File: src/rtl/stoch_pkg.sv
// Shared types and elaboration helpers for the stochastic maxpool scheduler.
package stoch_pkg;

  typedef enum logic [2:0] {IDLE, CLEAR, WARM, RUN, FLUSH, DONE} sched_state_t;

  // Width needed to index v items; never below one bit.
  function automatic int clog2_min1(input int v);
    return (v <= 1) ? 1 : $clog2(v);
  endfunction

  function automatic int max2(input int a, input int b);
    return (a > b) ? a : b;
  endfunction

endpackage

File: src/rtl/stoch_beat_counter.sv
// Beat counter: synchronous load-to-zero, increment on accepted beat, and a
// terminal-count flag that fires on the beat that brings the count to limit.
module stoch_beat_counter #(
  parameter int CNT_W = 4
) (
  input  logic             CLK,
  input  logic             nRST,
  input  logic             clr,
  input  logic             inc,
  input  logic [CNT_W-1:0] limit,
  output logic             hit
);

  logic [CNT_W-1:0] cnt;
  logic [CNT_W:0]   cnt_p1;

  // One extra bit so the compare can never alias on a wrapped count.
  assign cnt_p1 = {1'b0, cnt} + {{CNT_W{1'b0}}, 1'b1};
  assign hit    = inc & (cnt_p1 == {1'b0, limit});

  // Count register: clear has priority over increment.
  always_ff @(posedge CLK or negedge nRST) begin
    if (!nRST)     cnt <= '0;
    else if (clr)  cnt <= '0;
    else if (inc)  cnt <= cnt_p1[CNT_W-1:0];
  end

endmodule

File: src/rtl/stoch_maxpool_sched.sv
// Scheduler that time-multiplexes one stochastic maxpool datapath over
// NUM_GROUPS channel groups: clear, warm-up, accumulate, report, next group.
//
// state | meaning
// IDLE  | waiting for start
// CLEAR | one cycle: clear nmax state and counter bank
// WARM  | consume WARMUP settling beats, nothing accumulated
// RUN   | consume STREAM_LEN beats into the counter bank
// FLUSH | one cycle: counter bank holds result for group_sel
// DONE  | one cycle: end-of-pass pulse
module stoch_maxpool_sched
  import stoch_pkg::*;
#(
  parameter  int NUM_GROUPS = 4,
  parameter  int STREAM_LEN = 256,
  parameter  int WARMUP     = 8,
  localparam int GRP_W      = clog2_min1(NUM_GROUPS)
) (
  input  logic             CLK,
  input  logic             nRST,
  input  logic             start,
  input  logic             abort,
  input  logic             bit_valid,
  output logic             bit_ready,
  output logic [GRP_W-1:0] group_sel,
  output logic             pool_clr,
  output logic             pool_en,
  output logic             acc_clr,
  output logic             acc_en,
  output logic             grp_done,
  output logic             busy,
  output logic             done
);

  localparam int               CNT_W    = clog2_min1(max2(STREAM_LEN, WARMUP) + 1);
  localparam logic [CNT_W-1:0] WARM_LIM = CNT_W'(WARMUP);
  localparam logic [CNT_W-1:0] RUN_LIM  = CNT_W'(STREAM_LEN);
  localparam logic [GRP_W-1:0] LAST_GRP = GRP_W'(NUM_GROUPS - 1);
  localparam bit               HAS_WARM = (WARMUP > 0);

  sched_state_t     state, state_nxt;
  logic [GRP_W-1:0] grp_q;
  logic             abort_clr_q;
  logic             abort_act;
  logic             beat;
  logic             cnt_clr;
  logic             cnt_hit;
  logic [CNT_W-1:0] cnt_lim;

  // abort is meaningless in IDLE, so a start arriving with it still launches.
  assign abort_act = abort & (state != IDLE);
  assign beat      = bit_valid & bit_ready;
  assign cnt_lim   = (state == WARM) ? WARM_LIM : RUN_LIM;
  assign cnt_clr   = (state == CLEAR) | ((state == WARM) & cnt_hit) | abort_act;

  stoch_beat_counter #(.CNT_W(CNT_W)) u_cnt (
    .CLK   (CLK),
    .nRST  (nRST),
    .clr   (cnt_clr),
    .inc   (beat),
    .limit (cnt_lim),
    .hit   (cnt_hit)
  );

  // State register.
  always_ff @(posedge CLK or negedge nRST) begin
    if (!nRST) state <= IDLE;
    else       state <= state_nxt;
  end

  // Next-state decode; abort overrides every other transition.
  always_comb begin
    state_nxt = state;
    case (state)
      IDLE:    if (start) state_nxt = CLEAR;
      CLEAR:   state_nxt = HAS_WARM ? WARM : RUN;
      WARM:    if (cnt_hit) state_nxt = RUN;
      RUN:     if (cnt_hit) state_nxt = FLUSH;
      FLUSH:   state_nxt = (grp_q == LAST_GRP) ? DONE : CLEAR;
      DONE:    state_nxt = IDLE;
      default: state_nxt = IDLE;
    endcase
    if (abort_act) state_nxt = IDLE;
  end

  // Group index and the one-shot nmax clear that follows an abort.
  always_ff @(posedge CLK or negedge nRST) begin
    if (!nRST) begin
      grp_q       <= '0;
      abort_clr_q <= 1'b0;
    end else begin
      abort_clr_q <= abort_act;
      if (abort_act)                              grp_q <= '0;
      else if ((state == IDLE) && start)          grp_q <= '0;
      else if ((state == FLUSH) && (grp_q != LAST_GRP)) grp_q <= grp_q + GRP_W'(1);
      else if (state == DONE)                     grp_q <= '0;
    end
  end

  // Moore outputs plus the abort-gated pulses.
  always_comb begin
    bit_ready = 1'b0;
    pool_clr  = abort_clr_q;
    acc_clr   = 1'b0;
    grp_done  = 1'b0;
    done      = 1'b0;
    busy      = (state != IDLE);
    case (state)
      CLEAR: begin
        pool_clr = 1'b1;
        acc_clr  = 1'b1;
      end
      WARM, RUN: bit_ready = 1'b1;
      FLUSH:     grp_done  = ~abort;
      DONE:      done      = ~abort;
      default:   ;
    endcase
  end

  // A beat taken in the abort cycle still advances nmax but is not counted.
  assign pool_en   = beat;
  assign acc_en    = beat & (state == RUN) & ~abort;
  assign group_sel = grp_q;

endmodule

File: config.mk
export PLATFORM = sky130hd
export DESIGN_NAME = stoch_maxpool_sched
export DESIGN_NICKNAME = d
export VERILOG_FILES = /design/src/rtl/stoch_pkg.sv /design/src/rtl/stoch_beat_counter.sv /design/src/rtl/stoch_maxpool_sched.sv
export SDC_FILE = /design/constraint.sdc
export NUM_CORES = 1
export LEC_CHECK = 0
export BUFFER_PORTS_ARGS = -buffer_cell sky130_fd_sc_hd__buf_2
export CORE_ASPECT_RATIO = 1.4
export CORE_MARGIN = 3
export CORE_UTILIZATION = 45
export CTS_BUF_LIST = sky130_fd_sc_hd__clkbuf_2
export DETAILED_ROUTE_END_ITERATION = 7
export PLACE_DENSITY = 0.75
export SYNTH_ARGS = -nofsm -noshare
export SYNTH_HDL_FRONTEND = slang
export SYNTH_SLANG_ARGS = --single-unit
File: constraint.sdc
create_clock -name CLK -period 1.8 [get_ports CLK]
set_input_delay 0.27 -clock CLK [delete_from_list [all_inputs] [get_ports CLK]]
set_output_delay 0.27 -clock CLK [all_outputs]
set_load 0.03 [all_outputs]
==> results.sh, run 1 <==
export IMPL_netSwitchingFraction=0.4484
export IMPL_crit_buf_inv=1
export IMPL_status="finished, violations left"
export IMPL_critPathTopFamily="compound AO/OA/AOI/OAI gates"
export IMPL_wl_mm=3.259
export IMPL_overflow=0
export IMPL_dr_total_vias=1111
export IMPL_cp_end_kind="flip-flop"
export IMPL_critPathLaunchType="flip-flop"
export IMPL_synth_nets=126
export IMPL_synth_ff_type="dfrtp_1"
export IMPL_hold_depth=2
export IMPL_antenna_found_initial=0
export IMPL_dieArea_um2=3035
export IMPL_p_int_w=0.0008703
export IMPL_cp_cell_sequence="ha_4 -> buf_4 -> xnor2_2 -> nand4_1 -> a221o_1 -> o21bai_4 -> a211oi_2"
export IMPL_die_width_um=47.43
export IMPL_cts_buffers=3
export IMPL_setup_violations_final=12
export IMPL_cts_tree="yes"
export IMPL_grt_pass1_wl_mm=4.926
export IMPL_ir_drop_mv=0.7939
export IMPL_pwr_share_comb=0.605
export IMPL_ant_nets=0
export IMPL_worstPathMaxFanout=6
export IMPL_drt_iter0_drc=64
export IMPL_fmax_mhz=512.9
export IMPL_cts_root_buf="clkbuf_2"
export IMPL_final_cells=191
export IMPL_synth_top_area_cell="dfrtp_1"
export IMPL_crit_required_ns=2.02
export IMPL_rsz0062_at_grt="yes"
export IMPL_viasPerCell=5.817
export IMPL_synthCells=118
export IMPL_ys_seq_elements=15
export IMPL_drv_cap=0
export IMPL_core_um2=2227
export IMPL_drc=0
export IMPL_synthTopCellsByArea="dfrtp_1, nor2_1, xnor2_1"
export IMPL_rr_startpoint="u_cnt.cnt[0]"
export IMPL_num_antenna_cells=0
export IMPL_crit_arrival_ns=2.17
export IMPL_p_seq_frac=0.290
export IMPL_yosysUniqueCellTypes=47
export IMPL_clock_sinks=15
export IMPL_nets=178
export IMPL_min_from="abort"
export IMPL_hold_viol_final=0
export IMPL_failed_checks="negative setup slack"
export IMPL_syn_area_um2=1081
export IMPL_h_tree_depth=1
export IMPL_hpwlAfterDp_mm=2.123
export IMPL_grt_max_degree=16
export IMPL_dp_cells=168
export IMPL_initial_core_util=0.4854
export IMPL_wl_per_cell_um=17.06
export IMPL_r2r_cells=7
export IMPL_clk_latency_ns=0.29
export IMPL_slew_limit_headroom=0.6993
export IMPL_leakage_nw=0.7503
export IMPL_period_share=1.083
export IMPL_clkPwrFrac=0.105
export IMPL_ys_seq_area_frac=0.3472
export IMPL_io_buffer_count=14
export IMPL_track_usage=0.2271
export IMPL_regToRegSetupSlack_ns=-0.15
export IMPL_yosysWarningCount=0
export IMPL_avgSynthCellArea_um2=9.161
export IMPL_ioPinCount=15
export IMPL_die_h_um=63.99
export IMPL_worst_pin_slew_ns=0.4470
export IMPL_min_period_ns=1.950
export IMPL_cts_clk_slew_worst_paths_ns=0.16
export IMPL_setup_ws_ns=-0.1496
export IMPL_post_route_util=0.7421
export IMPL_skew_ns=0.01064
export IMPL_r2r_end="state[2]"
export IMPL_pwr_density_cell_nw_per_um2=954.5
export IMPL_clock_path_buffers=2
export IMPL_synth_top_area_frac=0.3472
export IMPL_synth_enable_flop_cells=0
export IMPL_critPathSlowestCell="dfrtp_2"
export IMPL_rows=20
export IMPL_gp_congestion=0.9457
export IMPL_power_switching_w=0.0007074
export IMPL_slew_violations=0
export IMPL_hold_class="input port to flip-flop"
export IMPL_grt_pass1_vias=1055
export IMPL_layout_drive_gt1_share=0.5444
export IMPL_min_to="state[2]"
export IMPL_crit_type="flip-flop to flip-flop"
export IMPL_area_growth_pct=52.89
export IMPL_max_stage_delay_ns=0.48
export IMPL_async_reset_ff_frac=1.000
export IMPL_first_pass_iters=4
[worst max path at each step]
stage	end	cells past startpoint	start	slack, ns
2_1_floorplan	u_cnt.cnt[1]	8	u_cnt.cnt[0]	-0.07
3_3_place_gp	u_cnt.cnt[2]	6	u_cnt.cnt[0]	-0.12
3_5_place_dp	u_cnt.cnt[2]	6	u_cnt.cnt[0]	-0.19
4_1_cts	u_cnt.cnt[0]	7	u_cnt.cnt[1]	-0.09
5_1_grt	state[2]	7	u_cnt.cnt[0]	-0.19
6_report	state[2]	7	u_cnt.cnt[0]	-0.15
[worst reg2reg max path, cell delays in order (launching register included)]
cell and delay (ns):
dfrtp_2 0.48, ha_4 0.20, buf_4 0.14, xnor2_2 0.12
nand4_1 0.13, a221o_1 0.40, o21bai_4 0.19, a211oi_2 0.21
[what timing repair did]
action	4_1_cts	5_1_grt
pin swaps	6	16
cloned	1	1
hold buffers	1	0
setup buffers	6	10
endpoints found under the hold margin	15	0
setup endpoints to repair	14	17
resized for setup	9	23
[synth_stat cells (3+ instances only)]
cell,n
and2_1,4
dfrtp_1,15
ha_1,3
xor2_1,6
nand4_1,3
nand2_1,8
buf_2,4
nor3_1,3
nand2b_1,5
nand3_1,4
xnor2_1,6
nor2_1,14
[registers in the layout, indices dropped and copies added, names as in the netlist]
| register | cells |
|---|---|
| u_cnt.cnt | 9 |
| state | 3 |
| group_sel | 2 |
| abort_clr_q | 1 |
[per-layer routing]
| layer | up-vias | GRT usage | wire length (um) |
|---|---|---|---|
| met4 | 0 | 0.09689 | 101 |
| met2 | 38 | 0.4195 | 1886 |
| met5 | - | 0 | 0 |
| li1 | 525 | - | - |
| met1 | 540 | 0.2411 | 1124 |
| met3 | 8 | 0.01690 | 146 |
[power groups by stage]
| stage | combinational (W) | clock, W | sequential (W) |
|---|---|---|---|
| 3_3_place_gp | 0.000729 | 0 | 0.000449 |
| 5_1_grt | 0.00103 | 0.000174 | 0.000465 |
| 3_5_place_dp | 0.000748 | 0 | 0.000453 |
| 4_1_cts | 0.000804 | 0.000168 | 0.000453 |
| 2_1_floorplan | 0.000578 | 0 | 0.000428 |
| 6_report | 0.000955 | 0.000165 | 0.000458 |
[stage by stage]
stage,hold slack [ns],worst slack [ns],area (um2),total power (W),TNS [ns]
6_report,0.2496,-0.1496,1653,0.001578,-1.246
5_1_grt,0.2663,-0.1931,1653,0.001669,-1.939
4_1_cts,0.2334,-0.09174,1470,0.001425,-1.069
3_5_place_dp,0.1907,-0.1916,1350,0.001202,-1.740
3_3_place_gp,0.1875,-0.1198,1350,0.001178,-1.051
2_1_floorplan,-0.02559,-0.07124,1150,0.001005,-0.6214
[final cells by class]
cell class	count	area, um2
clock buffers	3	15.01
fillers	161	574.3
repair buffers	54	396.6
well taps	22	27.53
inverters	3	23.77
clock inverters	1	5.005
flip-flops and latches	15	380.4
multi-input cells	93	804.5
[kinds of logic after synthesis]
group                    share of synthesized area
flip-flops                                  0.3472
XOR/XNOR                                   0.09722
AO/OA/AOI/OAI                               0.1956
multiplexers                               0.01042
buffers and inverters                      0.05324
adder cells (fa/ha/maj)                    0.03473
AND/OR/NAND/NOR                             0.2616
[layout by cell type (no fill, tap or decap), types with 2 or more instances in the layout]
master and count:
ha_1 2, clkbuf_2 3, nand3_2 2, buf_2 12, xor2_1 6, xnor2_1 4
buf_4 36, a21o_1 2, nor2_2 2, nand2_1 7, nand4_1 3, nand3_1 2
nor2_1 12, a31oi_1 2, dfrtp_2 4, and2_1 4, and4_4 2, dfrtp_1 11
a211o_1 2, buf_6 5, nand2b_1 4, or2_2 2
(Power assumes the default switching activity.)
==> run 2, diff against run 1 <==
- CELL_PAD_IN_SITES_DETAIL_PLACEMENT: not set -> 0
- CELL_PAD_IN_SITES_GLOBAL_PLACEMENT: not set -> 1
- CORE_UTILIZATION: 45 -> 40
- PLACE_DENSITY: 0.75 -> 0.85
==> results.sh, run 2 (synthesis gave the netlist of run 1 again) <==
export IMPL_regToRegSetupSlack_ns=-0.15
export IMPL_failed_checks="negative setup slack"
export IMPL_cp_end_kind="flip-flop"
export IMPL_met1_length_mm=1.080
export IMPL_crit_type="flip-flop to flip-flop"
export IMPL_ant_nets=0
export IMPL_critPathTopFamily="compound AO/OA/AOI/OAI gates"
export IMPL_die_width_um=49.94
export IMPL_clk_latency_ns=0.30
export IMPL_rsz0062_at_grt="yes"
export IMPL_post_route_util=0.6231
export IMPL_cts_clk_slew_worst_paths_ns=0.17
export IMPL_critPathLaunchType="flip-flop"
export IMPL_hold_depth=2
export IMPL_critPathSlowestCell="dfrtp_1"
export IMPL_crit_arrival_ns=2.12
export IMPL_io_buffer_count=14
export IMPL_top_register="u_cnt.cnt"
export IMPL_hpwlAfterDp_mm=2.047
export IMPL_cp_cell_sequence="buf_4 -> and2_1 -> a211o_1 -> a221o_1 -> o311ai_1 -> nand3_1"
export IMPL_rows=21
export IMPL_clock_sinks=15
export IMPL_worst_pin_slew_ns=0.3542
export IMPL_holdWs_ns=0.2384
export IMPL_slew_violations=0
export IMPL_fin_setup_tns_ns=-1.143
export IMPL_viasPerCell=5.456
export IMPL_die_h_um=67.51
export IMPL_leakage_nw=0.7198
export IMPL_track_usage=0.1783
export IMPL_overflow=0
export IMPL_min_period_ns=1.945
export IMPL_first_pass_iters=4
export IMPL_num_antenna_cells=0
export IMPL_h_tree_depth=1
export IMPL_clock_path_buffers=2
export IMPL_area_growth_pct=43.87
export IMPL_layout_drive_gt1_share=0.4969
export IMPL_cts_root_buf="clkbuf_2"
export IMPL_slew_limit_headroom=0.7639
export IMPL_status="finished, violations left"
export IMPL_grt_pass1_wl_mm=4.650
export IMPL_drc=0
export IMPL_drt_iter0_drc=16
export IMPL_min_to="state[2]"
export IMPL_hold_viol_final=0
export IMPL_total_power_w=0.001523
export IMPL_final_cell_mix="buf_4, dfrtp_1, buf_2"
export IMPL_fmax_mhz=514.0
export IMPL_wl_mm=2.762
export IMPL_grt_pass1_vias=1062
export IMPL_setup_violations_final=12
export IMPL_cts_buffers=3
export IMPL_fill_cells=202
export IMPL_setup_ws_ns=-0.1454
export IMPL_met3_length_um=74
export IMPL_hold_class="input port to flip-flop"
export IMPL_largest_reg_flops=9
export IMPL_worstPathMaxFanout=3
export IMPL_layout_commonest_cell="buf_4"
export IMPL_core_um2=2496
export IMPL_gp_congestion=0.9444
export IMPL_ioPinCount=15
export IMPL_wl_per_cell_um=14.16
export IMPL_pwr_density_cell_nw_per_um2=979.0
export IMPL_cts_tree="yes"
export IMPL_dr_total_vias=1064
export IMPL_nets=170
export IMPL_dieArea_um2=3371
export IMPL_antenna_found_initial=0
export IMPL_drv_cap=0
export IMPL_crit_buf_inv=1
export IMPL_grt_max_degree=16
export IMPL_crit_required_ns=1.97
export IMPL_r2r_cells=6
export IMPL_skew_ns=0.01877
export IMPL_top_layer="met4"
export IMPL_ir_drop_mv=0.6736
export IMPL_initial_core_util=0.4331
export IMPL_wl_met2_mm=1.562
export IMPL_min_from="abort"
export IMPL_r2r_end="state[0]"
export IMPL_max_stage_delay_ns=0.45
export IMPL_period_share=1.081
export IMPL_rr_startpoint="u_cnt.cnt[1]"
==> run 2: changes by cell type in the layout (fill, tap and decap cells not counted), moves of 3 or more <==
cell | previous run | this run
buf_4 | 36 | 30
nor2_1 | 12 | 9
dfrtp_2 | 4 | 1
dfrtp_1 | 11 | 14
nor2_2 | 2 | 5
==> run 2: worst register-to-register path: cells and delay by family, from the launching register on <==
family / cells / cell delay [ns]
flip-flops: 1 / 0.45
buffers and inverters: 1 / 0.16
AO/OA/AOI/OAI: 3 / 0.90
AND/OR/NAND/NOR: 2 / 0.31
==> run 2: what timing repair did <==
item	CTS	global route
setup buffers	6	2
resized for setup	9	12
endpoints found under the setup margin	13	16
hold buffers	1	0
pin swaps	5	0
hold endpoints to repair	15	0
==> run 2: power breakdown <==
part | leakage, nW | internal [W] | switching (W)
Sequential | 0.203 | 0.000387 | 0.0000504
Clock | 0.0164 | 0.0000503 | 0.000116
Combinational | 0.500 | 0.000400 | 0.000519
Total | 0.720 | 0.000837 | 0.000685
==> run 2: area by class of cell <==
class | count | area (um2) | share of cell area
Clock buffer | 3 | 15.01 | 0.009654
Clock inverter | 1 | 5.005 | 0.003218
Inverter | 3 | 23.77 | 0.01529
Multi-Input combinational cell | 92 | 752.0 | 0.4835
Sequential cell | 15 | 376.6 | 0.2422
Tap cell | 34 | 42.54 | 0.02735
Timing Repair Buffer | 47 | 340.3 | 0.2188
==> run 2: worst max-delay path by stage <==
stage / startpoint / to / slack [ns] / cells after the start
global placement: u_cnt.cnt[1] / state[0] / -0.14 / 5
global route: u_cnt.cnt[1] / state[2] / -0.20 / 8
CTS: u_cnt.cnt[0] / state[0] / -0.14 / 5
floorplan: u_cnt.cnt[0] / u_cnt.cnt[1] / -0.07 / 8
finish: u_cnt.cnt[1] / state[0] / -0.15 / 6
detailed placement: u_cnt.cnt[1] / state[0] / -0.20 / 5
==> run 2: per-stage QoR <==
step | worst slack (ns) | area [um2] | cells
detailed placement | -0.1998 | 1380 | 182
CTS | -0.1426 | 1495 | 193
floorplan | -0.07124 | 1150 | 118
global route | -0.2022 | 1555 | 195
global placement | -0.1382 | 1380 | 182
finish | -0.1454 | 1555 | 195
==> run 2: layer usage <==
layer / vias to the layer above / track usage
li1: 514 / -
met3: 4 / 0.01987
met1: 529 / 0.1890
met5: - / 0
met2: 17 / 0.3659
met4: 0 / 0.04498
==> run 3, diff against run 2 <==
- SETUP_SLACK_MARGIN: not set -> 0.1
==> results.sh, run 3 (synthesis gave the netlist of run 1 again) <==
export IMPL_status="finished, violations left"
export IMPL_failed_checks="negative setup slack"
export IMPL_die_width_um=49.94
export IMPL_p_int_w=0.0009086
export IMPL_hpwlAfterDp_mm=2.047
export IMPL_met1_usage=0.1878
export IMPL_fmax_mhz=518.0
export IMPL_rows=21
export IMPL_h_tree_depth=1
export IMPL_crit_required_ns=1.97
export IMPL_dieArea_um2=3371
export IMPL_dp_cells=182
export IMPL_leakage_nw=0.7343
export IMPL_gp_congestion=0.9444
export IMPL_critPathTopFamily="compound AO/OA/AOI/OAI gates"
export IMPL_drv_cap=0
export IMPL_holdWs_ns=0.2591
export IMPL_slew_violations=0
export IMPL_use_met2=0.3775
export IMPL_ant_nets=0
export IMPL_hold_viol_final=0
export IMPL_cp_cell_sequence="buf_4 -> and2_1 -> a211o_1 -> a221o_1 -> o311ai_1 -> nand3_1"
export IMPL_area_growth_pct=51.16
export IMPL_gr_max_usage_layer="met2"
export IMPL_setup_violations_final=12
export IMPL_drt_iter0_drc=17
export IMPL_final_cells=196
export IMPL_min_period_ns=1.931
export IMPL_final_cell_mix="buf_4, dfrtp_1, buf_6"
export IMPL_cp_end_kind="flip-flop"
export IMPL_path_depth=6
export IMPL_io_buffer_count=14
export IMPL_pwr_density_cell_nw_per_um2=992.7
export IMPL_overflow=0
export IMPL_crit_arrival_ns=2.11
export IMPL_clk_latency_ns=0.29
export IMPL_power_switching_w=0.0007136
export IMPL_slew_limit_headroom=0.7770
export IMPL_first_pass_iters=4
export IMPL_max_stage_delay_ns=0.45
export IMPL_hold_class="input port to flip-flop"
export IMPL_largest_reg_flops=9
export IMPL_critPathLaunchType="flip-flop"
export IMPL_dr_total_vias=1060
export IMPL_crit_buf_inv=1
export IMPL_skew_ns=0.01031
export IMPL_top_register="u_cnt.cnt"
export IMPL_p_seq_frac=0.274
export IMPL_core_um2=2496
export IMPL_period_share=1.073
export IMPL_track_usage=0.1812
export IMPL_antenna_found_initial=0
export IMPL_die_h_um=67.51
export IMPL_ir_drop_mv=0.7426
export IMPL_cts_clk_slew_worst_paths_ns=0.16
export IMPL_worst_pin_slew_ns=0.3314
export IMPL_cts_buffers=3
export IMPL_viasPerCell=5.408
export IMPL_pwr_share_comb=0.626
export IMPL_layout_commonest_cell="buf_4"
export IMPL_cts_root_buf="clkbuf_2"
export IMPL_use_met3=0.01987
export IMPL_crit_type="flip-flop to flip-flop"
export IMPL_clock_sinks=15
export IMPL_ioPinCount=15
export IMPL_clock_path_buffers=2
export IMPL_wl_mm=2.785
export IMPL_worstPathMaxFanout=3
export IMPL_setup_ws_ns=-0.1307
export IMPL_wl_per_cell_um=14.21
export IMPL_r2r_cells=6
export IMPL_grt_pass1_wl_mm=4.685
export IMPL_fill_cells=190
export IMPL_critPathSlowestCell="dfrtp_1"
export IMPL_clkPwrFrac=0.100
export IMPL_grt_max_degree=16
export IMPL_rsz0062_at_grt="yes"
export IMPL_netSwitchingFraction=0.4399
export IMPL_nets=171
export IMPL_grt_pass1_vias=1064
export IMPL_cts_tree="yes"
export IMPL_initial_core_util=0.4331
export IMPL_layout_drive_gt1_share=0.5185
export IMPL_num_antenna_cells=0
export IMPL_hold_depth=2
export IMPL_drc=0
-- run 3: per-layer routing --
metal  wire [um]  part of all wire
met1        1107              0.40
met2        1561              0.56
met3          69             0.025
met4          45             0.016
met5           0                 0
-- run 3: power by group through the flow --
stage / Clock [W] / Combinational (W) / Sequential, W
2_1_floorplan: 0 / 0.000578 / 0.000428
3_3_place_gp: 0 / 0.000739 / 0.000438
3_5_place_dp: 0 / 0.000754 / 0.000445
4_1_cts: 0.000169 / 0.000923 / 0.000442
5_1_grt: 0.000192 / 0.00108 / 0.000448
6_report: 0.000162 / 0.00102 / 0.000444
-- run 3: metrics by stage --
| stage | area (um2) | setup slack, ns | power [W] | utilization | TNS, ns |
|---|---|---|---|---|---|
| global placement | 1380 | -0.1382 | 0.001177 | 0.5529 | -0.7970 |
| floorplan | 1150 | -0.07124 | 0.001005 | - | -0.6214 |
| CTS | 1539 | -0.1426 | 0.001534 | 0.6165 | -0.8571 |
| finish | 1634 | -0.1307 | 0.001622 | 0.6546 | -1.039 |
| global route | 1634 | -0.1953 | 0.001725 | 0.6546 | -1.918 |
| detailed placement | 1380 | -0.1998 | 0.001199 | 0.5529 | -1.604 |
-- run 3: final timing paths --
| kind | slack, ns | start | endpoint |
|---|---|---|---|
| max | -0.13 | u_cnt.cnt[1] | state[0] |
| min | 0.26 | abort | state[2] |
| max reg2reg | -0.13 | u_cnt.cnt[1] | state[0] |
| min reg2reg | 0.54 | group_sel[1] | group_sel[1] |
| max in group asynchronous | 1.14 | nRST | u_cnt.cnt[0] |
| min in group asynchronous | 0.39 | nRST | state[1] |
-- run 3: repair_timing --
| item | 4_1_cts | 5_1_grt |
|---|---|---|
| resized for setup | 17 | 24 |
| setup buffers | 7 | 2 |
| gates cloned | 0 | 0 |
| setup endpoints to repair | 17 | 18 |
| hold buffers | 1 | 0 |
| pin swaps | 5 | 1 |
| hold endpoints to repair | 15 | 0 |
-- run 3: area by class of cell --
class	instances	area, um2	share of cell area
sequential	15	376.6	0.2305
tap	34	42.54	0.02603
multi-input combinational	92	779.5	0.4770
timing repair buffer	48	391.6	0.2397
clock buffer	3	15.01	0.009188
clock inverter	1	5.005	0.003063
inverter	3	23.77	0.01455
-- run 3: worst reg2reg max path, cell delays in order (launching register included) --
cell and delay, ns:
dfrtp_1 0.45, buf_4 0.15, and2_1 0.19, a211o_1 0.28, a221o_1 0.38, o311ai_1 0.24, nand3_1 0.12
